$ cat config.mk
export PLATFORM = sky130hd
export DESIGN_NAME = cpu_run_ctrl
export DESIGN_NICKNAME = d
export VERILOG_FILES = /design/src/rtl/cpu_run_ctrl_pkg.sv /design/src/rtl/cpu_run_ctrl_btn_debounce.sv /design/src/rtl/cpu_run_ctrl.sv
export SDC_FILE = /design/constraint.sdc
export NUM_CORES = 1
export LEC_CHECK = 0
export CORE_MARGIN = 2
export CORE_UTILIZATION = 39
export CTS_BUF_LIST = sky130_fd_sc_hd__clkbuf_4 sky130_fd_sc_hd__clkbuf_8
export DETAILED_ROUTE_END_ITERATION = 12
export PLACE_DENSITY = 0.6
export SETUP_SLACK_MARGIN = 0.2
export SLEW_MARGIN = 0
export SYNTH_ARGS = -nofsm -noshare
export SYNTH_HDL_FRONTEND = slang
export SYNTH_SLANG_ARGS = --single-unit
$ cat constraint.sdc
create_clock -name clk -period 5.6 [get_ports clk]
set_input_delay 1.4 -clock clk [delete_from_list [all_inputs] [get_ports clk]]
set_output_delay 1.4 -clock clk [all_outputs]
set_load 0.1 [all_outputs]
$ cat src/rtl/cpu_run_ctrl_pkg.sv
// rtl/cpu_run_ctrl_pkg.sv - shared state encodings, page codes and LED page decode
package cpu_run_ctrl_pkg;

    typedef enum logic [1:0] {
        S_IDLE = 2'd0,
        S_RUN  = 2'd1,
        S_EXEC = 2'd2,
        S_CAP  = 2'd3
    } state_t;

    localparam logic [2:0] PG_B0   = 3'd0;
    localparam logic [2:0] PG_B1   = 3'd1;
    localparam logic [2:0] PG_B2   = 3'd2;
    localparam logic [2:0] PG_B3   = 3'd3;
    localparam logic [2:0] PG_FLAG = 3'd4;
    localparam int         PAGE_CNT = 5;

    // snap layout is {OF, ZF, ALU_F[31:0]}
    function automatic logic [7:0] led_page(input logic [2:0] page, input logic [33:0] snap);
        case (page)
            PG_B0:   return snap[7:0];
            PG_B1:   return snap[15:8];
            PG_B2:   return snap[23:16];
            PG_B3:   return snap[31:24];
            PG_FLAG: return {6'b0, snap[33:32]};
            default: return 8'h00;
        endcase
    endfunction

endpackage

$ cat src/rtl/cpu_run_ctrl_btn_debounce.sv
// rtl/cpu_run_ctrl_btn_debounce.sv - button synchronizer, stability filter and rise pulse
module cpu_run_ctrl_btn_debounce #(
    parameter int DEB_CYC = 1_000_000
) (
    input  logic clk,
    input  logic rst,
    input  logic i_btn,
    output logic o_pulse
);

    localparam int CW = $clog2(DEB_CYC);

    logic          r_sync1;
    logic          r_sync2;
    logic          r_db;
    logic          r_db_q;
    logic          r_pulse;
    logic [CW-1:0] r_cnt;

    always_ff @(posedge clk or negedge rst) begin
        if (!rst) begin
            r_sync1 <= 1'b0;
            r_sync2 <= 1'b0;
            r_db    <= 1'b0;
            r_db_q  <= 1'b0;
            r_pulse <= 1'b0;
            r_cnt   <= '0;
        end else begin
            r_sync1 <= i_btn;
            r_sync2 <= r_sync1;
            // any glitch back to the accepted level restarts the stability window
            if (r_sync2 == r_db) begin
                r_cnt <= '0;
            end else if (r_cnt == CW'(DEB_CYC - 1)) begin
                r_db  <= r_sync2;
                r_cnt <= '0;
            end else begin
                r_cnt <= r_cnt + 1'b1;
            end
            r_db_q  <= r_db;
            r_pulse <= r_db & ~r_db_q;
        end
    end

    assign o_pulse = r_pulse;

endmodule

$ cat src/rtl/cpu_run_ctrl.sv
// rtl/cpu_run_ctrl.sv - run/step sequencer, result capture and LED page display
module cpu_run_ctrl
    import cpu_run_ctrl_pkg::*;
#(
    parameter int DEB_CYC  = 1_000_000,
    parameter int RUN_DIV  = 25_000_000,
    parameter int SCAN_DIV = 50_000_000
) (
    input  logic        clk,
    input  logic        rst,
    input  logic        btn_step,
    input  logic        sw_run,
    input  logic        sw_auto,
    input  logic [2:0]  SW,
    input  logic [31:0] ALU_F,
    input  logic        ZF,
    input  logic        OF,
    output logic        cpu_en,
    output logic        busy,
    output logic [7:0]  instr_cnt,
    output logic [7:0]  LED
);

    localparam int RW = $clog2(RUN_DIV);
    localparam int SW_W = $clog2(SCAN_DIV);

    logic            r_run_s1;
    logic            r_run_s2;
    logic            r_auto_s1;
    logic            r_auto_s2;
    state_t          r_state;
    logic            r_cpu_en;
    logic            r_busy;
    logic [7:0]      r_instr_cnt;
    logic [33:0]     r_snap;
    logic [RW-1:0]   r_run_cnt;
    logic [SW_W-1:0] r_scan_cnt;
    logic [2:0]      r_scan_page;
    logic            w_step_pulse;
    logic [2:0]      w_page;

    cpu_run_ctrl_btn_debounce #(
        .DEB_CYC (DEB_CYC)
    ) u_step_deb (
        .clk     (clk),
        .rst     (rst),
        .i_btn   (btn_step),
        .o_pulse (w_step_pulse)
    );

    always_ff @(posedge clk or negedge rst) begin
        if (!rst) begin
            r_run_s1  <= 1'b0;
            r_run_s2  <= 1'b0;
            r_auto_s1 <= 1'b0;
            r_auto_s2 <= 1'b0;
        end else begin
            r_run_s1  <= sw_run;
            r_run_s2  <= r_run_s1;
            r_auto_s1 <= sw_auto;
            r_auto_s2 <= r_auto_s1;
        end
    end

    // step pulses outside S_IDLE fall through every branch and are lost on purpose
    always_ff @(posedge clk or negedge rst) begin
        if (!rst) begin
            r_state     <= S_IDLE;
            r_cpu_en    <= 1'b0;
            r_busy      <= 1'b0;
            r_run_cnt   <= '0;
            r_instr_cnt <= '0;
            r_snap      <= '0;
        end else begin
            case (r_state)
                S_IDLE: begin
                    if (r_run_s2) begin
                        r_state <= S_RUN;
                    end else if (w_step_pulse) begin
                        r_state  <= S_EXEC;
                        r_cpu_en <= 1'b1;
                        r_busy   <= 1'b1;
                    end
                end
                S_RUN: begin
                    if (!r_run_s2) begin
                        r_state   <= S_IDLE;
                        r_run_cnt <= '0;
                    end else if (r_run_cnt == RW'(RUN_DIV - 1)) begin
                        r_state   <= S_EXEC;
                        r_run_cnt <= '0;
                        r_cpu_en  <= 1'b1;
                        r_busy    <= 1'b1;
                    end else begin
                        r_run_cnt <= r_run_cnt + 1'b1;
                    end
                end
                S_EXEC: begin
                    r_state  <= S_CAP;
                    r_cpu_en <= 1'b0;
                end
                S_CAP: begin
                    r_snap      <= {OF, ZF, ALU_F};
                    r_instr_cnt <= r_instr_cnt + 8'd1;
                    r_busy      <= 1'b0;
                    r_state     <= r_run_s2 ? S_RUN : S_IDLE;
                end
                default: begin
                    r_state  <= S_IDLE;
                    r_cpu_en <= 1'b0;
                    r_busy   <= 1'b0;
                end
            endcase
        end
    end

    always_ff @(posedge clk or negedge rst) begin
        if (!rst) begin
            r_scan_cnt  <= '0;
            r_scan_page <= PG_B0;
        end else if (!r_auto_s2) begin
            r_scan_cnt  <= '0;
            r_scan_page <= PG_B0;
        end else if (r_scan_cnt == SW_W'(SCAN_DIV - 1)) begin
            r_scan_cnt  <= '0;
            r_scan_page <= (r_scan_page == 3'(PAGE_CNT - 1)) ? PG_B0 : r_scan_page + 3'd1;
        end else begin
            r_scan_cnt <= r_scan_cnt + 1'b1;
        end
    end

    assign w_page    = r_auto_s2 ? r_scan_page : SW;
    assign LED       = led_page(w_page, r_snap);
    assign cpu_en    = r_cpu_en;
    assign busy      = r_busy;
    assign instr_cnt = r_instr_cnt;

endmodule

==> results of run 1 <==
==> state kept, by name (all words and copies together) (netlist names), 2 cells and up <==
| register | cells |
|---|---|
| instr_cnt | 8 |
| r_run_cnt | 25 |
| r_scan_cnt | 26 |
| r_scan_page | 3 |
| r_snap | 34 |
| r_state | 2 |
| u_step_deb.r_cnt | 20 |
==> stage by stage <==
step	setup slack (ps)	instance area, µm²	power [mW]	hold slack, ps	util [%]
finish	922	7460	2.06	355	47.1
global route	823	7460	2.15	372	47.1
CTS	927	7460	2.09	358	47.1
detailed placement	932	7010	1.18	337	44.3
global placement	1130	7010	1.17	334	44.3
floorplan	352	6280	1.10	331	-
==> synth_stat cells (5+ instances only) <==
cell type / n / share of area [%]
buf_2: 5 / 0.40
mux2_2: 36 / 6.5
mux2i_1: 16 / 2.6
xor2_1: 39 / 5.4
dfrtp_1: 129 / 51
nand3_1: 27 / 2.2
and4_1: 9 / 1.3
nand4_1: 21 / 2.1
ha_1: 6 / 1.2
nor2_1: 55 / 3.3
a21oi_1: 6 / 0.48
nand2_1: 54 / 3.2
nor3_1: 8 / 0.64
o21ai_0: 16 / 1.3
clkbuf_1: 9 / 0.54
and2_1: 8 / 0.80
o21ai_2: 10 / 1.4
xnor2_1: 28 / 3.9
o22ai_1: 7 / 0.70
inv_1: 11 / 0.66
and3_1: 13 / 1.3
nor4_1: 6 / 0.60
==> critical path, stage by stage <==
cell             delay, ps
clkdlybuf4s50_1        530
inv_1                   80
o32ai_1                530
a222oi_1               210
a21oi_1                220
buf_4                  320
==> area by class of cell <==
type / count / area share [%]
flip-flops and latches: 129 / 43.3
multi-input cells: 414 / 38.4
repair buffers: 64 / 8.12
well taps: 216 / 3.62
clock buffers: 19 / 3.42
clock inverters: 13 / 2.65
inverters: 11 / 0.554
==> worst paths after layout <==
check,slack [ps],endpoint,startpoint,depth (start not counted)
worst max-delay path,920,LED[0],SW[0],6
worst min-delay path,360,r_run_s2,r_run_s1,0
worst max register to register,2980,r_scan_cnt[25],r_scan_cnt[0],6
worst min register to register,360,r_run_s2,r_run_s1,0
max in group asynchronous,3570,r_run_cnt[10],rst,2
min in group asynchronous,910,r_snap[1],rst,1
==> where the power goes <==
group	total (mW)	internal, mW	switching (mW)
clock	0.906	0.511	0.395
combinational	0.183	0.0657	0.117
sequential	0.974	0.955	0.0198
total	2.06	1.53	0.532
==> kinds of logic after synthesis <==
family          share of synthesized area [%]
flops                                    51.4
buf+inv                                  3.03
compound gates                           7.16
simple gates                             18.8
fa+ha+maj                                1.20
mux                                      9.01
xor+xnor                                 9.35
==> per-layer routing <==
metal | vias up | wire length [µm] | global-route usage (%)
li1 | 2166 | - | -
met2 | 73 | 5920 | 25.6
met5 | - | 0 | 0
met4 | 0 | 186 | 5.32
met1 | 2148 | 6090 | 21.9
met3 | 20 | 487 | 4.97
==> results.py, run 1 <==
metrics = {
    "worst_setup_path": {
        "cp_max_fo": 4,
        "required_ps": 4200,
        "arrival_ps": 3280,
        "worstSetupPathType": "in -> out",
        "startpoint_type": "input pin",
        "end_kind": "primary output",
    },
    "logic_synthesis": {
        "synth-edff-count": 0,
        "syn_nets": 623,
        "ys_seq_area_share_pct": 51.4,
        "ys.flop_type": "dfrtp_1",
        "ys_warn_count": 0,
        "netlist_instances": 575,
        "async_flop_share_pct": 100,
        "ys_seq_elements": 129,
        "synth.avg_cell_area_um2": 10.9,
        "synthDistinctLibCells": 59,
        "netlist_area_um2": 6280,
    },
    "finish": {
        "area_growth_pct": 18.9,
        "n_antenna_cell": 0,
        "fillCellCount": 1435,
        "fin_nets": 685,
        "seq_area_um2": 3230,
        "multi_input_area_um2": 2860,
        "final_cell_count_no_fill": 866,
        "layout_commonest_cell": "dfrtp_1",
        "drive_above_1_share_pct": 16.0,
        "layout_common_cells": "129 x dfrtp_1, 55 x nor2_1, 54 x nand2_1, 50 x clkdlybuf4s50_1, 39 x xor2_1",
    },
    "clocking": {
        "cts_tree": "built",
        "clock_sinks": 129,
        "htreeDepth": 4,
        "clk_pin_slew_ps": 80,
        "cts_resized": 0,
        "clkLatencyLatePin_ps": 450,
        "cts_hold_buf": 0,
        "cts_buffers": 17,
        "post-cts-setup-buffers": 0,
        "ctsRootBufferMaster": "clkbuf_8",
        "cts_buffer_depth": 2,
    },
    "pwr": {
        "cellPowerDensity_nw_per_um2": 277,
        "ir_drop_mv": 0.154,
        "p_leak_nw": 3.17,
    },
    "route": {
        "post_drt_wl_per_cell_um": 14.6,
        "via_per_inst": 5.09,
        "dr.pass1.iters": 6,
        "ant_nets": 0,
        "first_iter_violations": 311,
        "wirelength_mm": 12.7,
        "vias": 4407,
        "drc": 0,
    },
    "timing": {
        "fin_crit_ps": 4680,
        "final-setup-viol-count": 0,
        "hold_viol_final": 0,
        "fin_crit_sh_pct": 83.5,
        "tns_ps": 0,
        "max_freq_mhz": 214,
        "relSlewSlack_pct": 31.4,
        "rsz0062_at_grt": "false",
        "tightest_slew_ps": 1030,
        "skew_ps": 12.1,
        "slew_violations": 0,
    },
    "min_path": {
        "min-delay-path-class": "reg -> reg",
    },
    "global_routing": {
        "grt_max_degree": 58,
        "grt_pass1_wl_mm": 21.9,
        "grt_pass1_vias": 4477,
        "antenna_found_initial": 0,
        "grt_overflow": 0,
        "grtUsageTotal_pct": 16.4,
    },
    "job": {
        "maxCapViolCount": 0,
    },
    "place": {
        "place_inst": 834,
        "dp_hpwl_mm": 8.58,
        "gp_congestion": 0.759,
        "port-buffer-count": 59,
    },
    "floorplanning": {
        "die_x_um": 131,
        "die_area_um2": 17100,
        "ios": 60,
        "start_util_pct": 39.7,
        "rows": 46,
        "die_y_um": 131,
        "core_area_um2": 15800,
    },
    "run_status": {
        "status": "finished, final reports clean",
    },
}
(Power assumes the default switching activity.)
==> run 2: changes to the inputs <==
--- a/config.mk
+++ b/config.mk
@@ -9,7 +9,7 @@
 export CORE_UTILIZATION = 39
 export CTS_BUF_LIST = sky130_fd_sc_hd__clkbuf_4 sky130_fd_sc_hd__clkbuf_8
 export DETAILED_ROUTE_END_ITERATION = 12
-export PLACE_DENSITY = 0.6
+export PLACE_DENSITY = 0.62
 export SETUP_SLACK_MARGIN = 0.2
 export SLEW_MARGIN = 0
 export SYNTH_ARGS = -nofsm -noshare
==> constraint.sdc (replaced) <==
create_clock -name clk -period 4.2 [get_ports clk]
set_input_delay 1.05 -clock clk [delete_from_list [all_inputs] [get_ports clk]]
set_output_delay 1.05 -clock clk [all_outputs]
set_load 0.1 [all_outputs]
==> results.py, run 2 (synthesized netlist as in run 1, its figures left out) <==
metrics = {
    "pwr": {
        "ir_drop_mv": 0.243,
        "cellPowerDensity_nw_per_um2": 357,
        "p_leak_nw": 3.20,
        "power_mw": 2.71,
    },
    "timing": {
        "post-route-worst-setup-slack_ps": 356,
        "relSlewSlack_pct": 32.3,
        "fin_crit_ps": 3840,
        "skew_ps": 14.7,
        "hold_viol_final": 0,
        "slew_violations": 0,
        "final-setup-viol-count": 0,
        "rsz0062_at_grt": "false",
        "hold_ws_ps": 359,
        "fin_crit_sh_pct": 91.5,
        "tightest_slew_ps": 1010,
        "max_freq_mhz": 260,
    },
    "worst_setup_path": {
        "rr_endpoint": "r_scan_cnt[18]",
        "cp_max_fo": 4,
        "startpoint_type": "input pin",
        "crit_start": "SW[0]",
        "r2r_cells": 6,
        "regToRegStartpoint": "r_scan_cnt[0]",
        "worstSetupPathType": "in -> out",
        "rrSetupSlack_ps": 1620,
        "arrival_ps": 2790,
        "required_ps": 3150,
        "end_kind": "primary output",
    },
    "finish": {
        "drive_above_1_share_pct": 17.2,
        "largest_reg_flops": 34,
        "fin_nets": 685,
        "reg_top3": "r_snap: 34 flops, r_scan_cnt: 26 flops, r_run_cnt: 25 flops",
        "area_growth_pct": 21.1,
        "final_util_pct": 48.0,
        "layout_commonest_cell": "dfrtp_1",
        "layout_common_cells": "129 x dfrtp_1, 55 x nor2_1, 54 x nand2_1, 50 x clkdlybuf4s50_1, 39 x xor2_1",
        "n_antenna_cell": 0,
        "regMostFlops": "r_snap",
    },
    "min_path": {
        "min-delay-path-class": "reg -> reg",
        "hp-start": "r_auto_s1",
        "min_path_cells": 0,
        "hold_path_end": "r_auto_s2",
    },
    "route": {
        "vias": 4483,
        "ant_nets": 0,
        "first_iter_violations": 278,
        "dr.pass1.iters": 4,
        "drc": 0,
        "post_drt_wl_per_cell_um": 14.5,
        "via_per_inst": 5.18,
        "wirelength_mm": 12.5,
    },
    "floorplanning": {
        "die_x_um": 131,
        "start_util_pct": 39.7,
        "ios": 60,
        "rows": 46,
        "core_area_um2": 15800,
        "die_area_um2": 17100,
        "die_y_um": 131,
    },
    "job": {
        "maxCapViolCount": 0,
    },
    "run_status": {
        "status": "finished, final reports clean",
    },
    "clocking": {
        "clkLatencyLatePin_ps": 450,
        "ctsRootBufferMaster": "clkbuf_8",
        "cts_buffers": 17,
        "cts_tree": "built",
        "post-cts-setup-buffers": 0,
        "cts_buffer_depth": 2,
        "clock_sinks": 129,
        "clk_pin_slew_ps": 70,
        "htreeDepth": 4,
        "cts_hold_buf": 0,
    },
    "global_routing": {
        "grt_overflow": 0,
        "grt_max_degree": 79,
        "antenna_found_initial": 0,
        "grt_pass1_wl_mm": 21.4,
        "grt_pass1_vias": 4525,
        "grtUsageTotal_pct": 15.9,
    },
    "place": {
        "pre_cts_ws_ps": 186,
        "gp_congestion": 0.809,
        "dp_hpwl_mm": 8.65,
        "port-buffer-count": 59,
    },
}
==> run 2: report_power, final <==
part	switching (mW)	total, mW	internal, mW
sequential	0.0272	1.30	1.27
combinational	0.164	0.274	0.111
clock	0.525	1.14	0.610
==> run 2: critical path: stages <==
cell and delay (ps):
clkdlybuf4s50_1 550, inv_1 90, o32ai_2 400, a222oi_1 170, a21oi_1 300, buf_12 220
==> run 2: what timing repair did <==
item                       4_1_cts  5_1_grt
setup endpoints to repair        1        1
pin swaps                        0        0
gates resized for setup          1        1
==> run 2: metal layers <==
layer / part of all wire [%] / track usage [%]
met5: 0 / 0
met4: 2.0 / 6.32
met3: 4.6 / 4.80
met2: 48 / 26.2
met1: 46 / 19.8
==> run 2: worst max path at each step <==
stage	endpoint	slack [ps]	cells past startpoint
floorplan	LED[0]	-320	4
global placement	LED[0]	440	6
detailed placement	LED[1]	190	6
CTS	LED[1]	270	5
global route	LED[1]	240	6
finish	LED[1]	360	6
==> run 2: layout make-up <==
type | instances | area [µm²]
multi-input cells | 414 | 2910
fillers | 1451 | 8230
flip-flops and latches | 129 | 3230
well taps | 216 | 270
inverters | 11 | 41.3
clock buffers | 18 | 248
repair buffers | 64 | 718
clock inverters | 14 | 179
==> run 2: stage by stage <==
| stage | TNS (ps) | instances | area, µm² |
|---|---|---|---|
| floorplan | -636 | 575 | 6310 |
| global placement | 0 | 834 | 7160 |
| detailed placement | 0 | 834 | 7160 |
| CTS | 0 | 866 | 7590 |
| global route | 0 | 866 | 7600 |
| finish | 0 | 866 | 7600 |
